==> src/rtl/logic_pkg.sv <==
// logic_pkg: gate-select encodings and the single-bit gate evaluator shared by
// the pipelined logic unit and its reference model.
`default_nettype none

package logic_pkg;

   typedef enum logic [2:0] {
      OP_NAND = 3'd0,
      OP_NOT  = 3'd1,
      OP_AND  = 3'd2,
      OP_OR   = 3'd3,
      OP_XOR  = 3'd4,
      OP_NOR  = 3'd5,
      OP_XNOR = 3'd6,
      OP_PASS = 3'd7
   } op_e;

   localparam int OP_WIDTH = 3;

   // Every function is bitwise, so one bit slice fully defines the operation.
   function automatic logic logic_eval(input logic [OP_WIDTH-1:0] op,
                                       input logic a, input logic b);
      logic r;
      case (op)
         OP_NAND: r = ~(a & b);
         OP_NOT:  r = ~a;
         OP_AND:  r = a & b;
         OP_OR:   r = a | b;
         OP_XOR:  r = a ^ b;
         OP_NOR:  r = ~(a | b);
         OP_XNOR: r = ~(a ^ b);
         default: r = a;
      endcase
      return r;
   endfunction

endpackage

`default_nettype wire

==> src/rtl/pipe_stage.sv <==
// pipe_stage: one valid+data register with load enable and synchronous reset.
`default_nettype none

module pipe_stage #(
   parameter int WIDTH = 16
) (
   input  logic             clock,
   input  logic             reset,
   input  logic             en,
   input  logic             d_valid,
   input  logic [WIDTH-1:0] d_data,
   output logic             q_valid,
   output logic [WIDTH-1:0] q_data
);

   always_ff @(posedge clock) begin
      if (reset) begin
         q_valid <= 1'b0;
         q_data  <= '0;
      end else if (en) begin
         q_valid <= d_valid;
         q_data  <= d_data;
      end
   end

endmodule

`default_nettype wire

==> src/rtl/logic_pipe.sv <==
// logic_pipe: bitwise gate unit feeding a STAGES-deep valid/ready pipeline,
// with zero/negative flags on the output and a delivered-result counter.
`default_nettype none

module logic_pipe
   import logic_pkg::*;
#(
   parameter int WIDTH  = 16,
   parameter int STAGES = 2
) (
   input  logic             clock,
   input  logic             reset,
   input  logic             in_valid,
   output logic             in_ready,
   input  logic [2:0]       op,
   input  logic [WIDTH-1:0] a,
   input  logic [WIDTH-1:0] b,
   output logic             out_valid,
   input  logic             out_ready,
   output logic [WIDTH-1:0] y,
   output logic             zr,
   output logic             ng,
   output logic [15:0]      done_cnt
);

   logic             advance;
   logic [WIDTH-1:0] func;
   logic             vld [STAGES+1];
   logic [WIDTH-1:0] dat [STAGES+1];

   always_comb begin
      func = '0;
      for (int i = 0; i < WIDTH; i++) begin
         func[i] = logic_eval(op, a[i], b[i]);
      end
   end

   // A single global advance keeps every stage (bubbles included) in lockstep,
   // so the output register only changes when the consumer takes it or it is empty.
   assign advance  = out_ready | ~out_valid;
   assign in_ready = advance;

   assign vld[0] = in_valid;
   assign dat[0] = func;

   generate
      for (genvar i = 0; i < STAGES; i++) begin : g_stage
         pipe_stage #(
            .WIDTH (WIDTH)
         ) u_stage (
            .clock   (clock),
            .reset   (reset),
            .en      (advance),
            .d_valid (vld[i]),
            .d_data  (dat[i]),
            .q_valid (vld[i+1]),
            .q_data  (dat[i+1])
         );
      end
   endgenerate

   assign out_valid = vld[STAGES];
   assign y         = dat[STAGES];
   assign zr        = (y == '0);
   assign ng        = y[WIDTH-1];

   always_ff @(posedge clock) begin
      if (reset) begin
         done_cnt <= 16'd0;
      end else if (out_valid && out_ready) begin
         done_cnt <= done_cnt + 16'd1;
      end
   end

endmodule

`default_nettype wire

==> config.mk <==
export PLATFORM = sky130hd
export DESIGN_NAME = logic_pipe
export DESIGN_NICKNAME = d
export VERILOG_FILES = /design/src/rtl/logic_pkg.sv /design/src/rtl/pipe_stage.sv /design/src/rtl/logic_pipe.sv
export SDC_FILE = /design/constraint.sdc
export NUM_CORES = 1
export LEC_CHECK = 0
export ABC_CLOCK_PERIOD_IN_PS = 3500
export BUFFER_PORTS_ARGS = -buffer_cell sky130_fd_sc_hd__buf_4
export CAP_MARGIN = 20
export CORE_MARGIN = 2
export CORE_UTILIZATION = 50
export DETAILED_ROUTE_END_ITERATION = 12
export PLACE_DENSITY = 0.73
export SYNTH_ARGS = -nofsm -noshare
export SYNTH_HDL_FRONTEND = slang
export SYNTH_SLANG_ARGS = --single-unit
==> constraint.sdc <==
create_clock -name clock -period 3.5 [get_ports clock]
set_clock_uncertainty 0.1 [all_clocks]
set_input_delay 0.7 -clock clock [delete_from_list [all_inputs] [get_ports clock]]
set_output_delay 0.7 -clock clock [all_outputs]
set_load 0.01 [all_outputs]
==> qor.txt <==
Status - finished, final reports clean
Max VDD drop - 0.000198 V
Tightest Pin Transition - 0.518 ns
Reg2Reg Depth - 6
GRT Total Usage - 20.3%
Post-Layout Cell Count - 589
R2R Setup Slk - 1.37 ns
Slew HR - 65.4%
Final worst path period share - 70.6%
Crit. End Element - output pin
Final nets - 564
Synth Warn # - 0
Die height - 89.0 um
DRC errors left - 0
Worst slack, placed - 1.03 ns
Most used DFF post-synth - dfxtp_1
Hold endpoint - g_stage[0].u_stage.q_valid
Final RePlAce weighted congestion - 0.790
Sequential area share after synthesis - 27.7%
Top Ports - 75
CP dominant cell by count - buf_4
CTS tree - yes
Post-CTS setup buffers - 0
Drt first-iter violations - 194
Final max-slew violation count - 0
Final ANT Viol Nets - 0
Clock Power Share - 29.7%
TritonCTS Sinks - 50
Max_cap viols - 0
Max Clock Freq - 405 MHz
Setup TNS - 0 ns
Top cells by area, synth - dfxtp_1 (28%), ha_1 (11%), nand2_1 (5.2%), nor2_1 (4.3%), inv_1 (4.0%)
Via count - 3,184
Die X - 89.0 um
Layout cell share with drive strength beyond 1 - 21.1%
Logic pwr share - 23.3%
Power Density - 319 nW/um2
Synth unique cells - 48
Required @ worst endpoint - 2.70 ns
Internal power - 0.000960 W
Num CTS Buffers - 5
Hold Crit Depth - 2
Reg2reg end - g_stage[0].u_stage.q_data[3]
Critical path's top delay family - buffers and inverters
Mean routed wirelength per cell - 13.2 um
# setup viols final - 0
First-pass GRT wire length - 13,000 um
Total wire length - 7780 um
Synth Instances - 453
Hold Path Origin - g_stage[0].u_stage.q_valid
Tightest Hold Check Type - register to register
CTS resizes - 0
Number of flops mapped to enable cells by yosys - 0
Hold bufs inserted after CTS - 0
Vias per cell - 5.41
Crit-path max cell delay - 0.33 ns
# fillers - 667
Sequential Power Share - 47.1%
Fin Hold WS - 0.359 ns
Synth Register Bits - 50
Syn nets - 525
Final Hold Fails - 0
Yosys top cell by area - dfxtp_1
Maximum level of the CTS H-tree - 2
Overflow after GRT - 0
Area grow syn2layout - 15.1%
Vias in the first global route - 2,861
FF-to-FF Start - g_stage[1].u_stage.q_valid
Post-Place Cells - 581
Synth top area share - 27.7%
Commonest cells in the netlist - dfxtp_1 (50), nand2_1 (50), nor2_1 (41)
Worst skew pair latency - 0.30 ns
Syn Std Cell Area - 3610 um2
Overall Power - 0.00133 W
Setup ws final - 1.03 ns
Antenna diodes - 0
Critical Path, Cell by Cell - buf_4 > nor2b_2 > buf_4 > inv_2 > buf_4
CP Max Fanout - 35
Sw Share - 27.6%
IO Port Bufs - 74
Dpl hpwl - 5770 um
Minimum clock period - 2.47 ns
WP buf/inv - 4
Sw Pwr - 0.000366 W
Row Count - 30
Die footprint - 7910 um2
CTS Root Cell - clkbuf_8
Pleak - 1.87 nW
Worst EP arrival - 1.67 ns
Antenna violations before repair - 0
Mean Syn Cell Area - 7.97 um2
DR pass1 iterations - 5
CP Launch Type - input pin
Largest net degree at the start of global routing - 61
Initial Utilization - 52.3%
Core area - 6910 um2
Ys async rst share - 0%
Clock transition at the registers of the reported paths - 0.08 ns
CTS max path bufs - 2
CP Class - input pin to output pin
Slowest CP cell - buf_4
RSZ-0062 raised after global routing - no
-- metal layers --
layer	up-vias	track usage, %	routed length (um)	part of all wire [%]
li1	1629	-	-	-
met1	1463	28.6	3720	48
met2	84	32.6	3570	46
met5	-	0	0	0
met4	0	5.97	95	1.2
met3	8	2.86	394	5.1
-- cell type report --
cell class	count	area (um2)	area share [%]
inverters	40	150	3.61
well taps	96	120	2.89
flip-flops and latches	50	1000	24.1
repair buffers	75	563	13.6
clock inverters	3	40.0	0.964
clock buffers	5	68.8	1.66
multi-input cells	320	2210	53.2
-- worst max-delay path by stage --
stage	start	to	slack [ns]	depth (start not counted)
floorplan	out_ready	in_ready	1.39	4
detailed placement	out_ready	in_ready	1.03	5
CTS	out_ready	in_ready	1.03	5
finish	out_ready	in_ready	1.03	5
global placement	out_ready	in_ready	1.04	5
global route	out_ready	in_ready	0.93	5
-- logic make-up (layout without fill, tap and decap cells) --
logic type               after synthesis  after routing  synth area share, %
AND/OR/NAND/NOR                      156            156                 20.6
AO/OA/AOI/OAI                         91             91                 18.5
buffers and inverters                 83            123                 11.1
flip-flops                            50             50                 27.7
adder cells (fa/ha/maj)               33             33                 11.4
multiplexers                          21             21                 6.07
XOR/XNOR                              19             19                 4.61
-- cells in the final DEF (no fill, tap or decap), drive strengths merged, types with 6 or more instances in the layout --
cell     n
dfxtp   50
nor2    42
nand2b  11
buf     75
a221o    8
ha      33
a21oi   26
nand3   13
nand2   50
xor2    10
inv     40
o21ai   11
nor4     6
a32o     9
xnor2    9
mux2i   14
nor2b   11
mux2     7
o31ai    8
a311oi   6
-- flip-flops by register name, indices dropped and copies added, names as in the netlist --
name                     cells
g_stage.u_stage.q_data      32
done_cnt                    16
g_stage.u_stage.q_valid      2
-- worst register-to-register path: cells and delay by family, from the launching register on --
kind | cells | cell delay [ns]
DFF | 1 | 0.40
AOI/OAI and AO/OA | 1 | 0.24
and+or+nand+nor | 3 | 0.73
buffers and inverters | 2 | 0.55
-- stage by stage --
stage | util, % | area [um2]
after floorplan | - | 3610
after global placement | 58.6 | 4050
after detailed placement | 58.6 | 4050
after CTS | 60.2 | 4160
after global routing | 60.2 | 4160
final | 60.2 | 4160
-- power groups by stage --
stage	clock network (W)	logic (W)	registers (W)
after global routing	0.000429	0.000345	0.000628
after floorplan	0	0.000219	0.000630
final	0.000393	0.000308	0.000624
after global placement	0	0.000295	0.000636
after detailed placement	0	0.000306	0.000637
after CTS	0.000405	0.000308	0.000624
(Power assumes the default switching activity.)
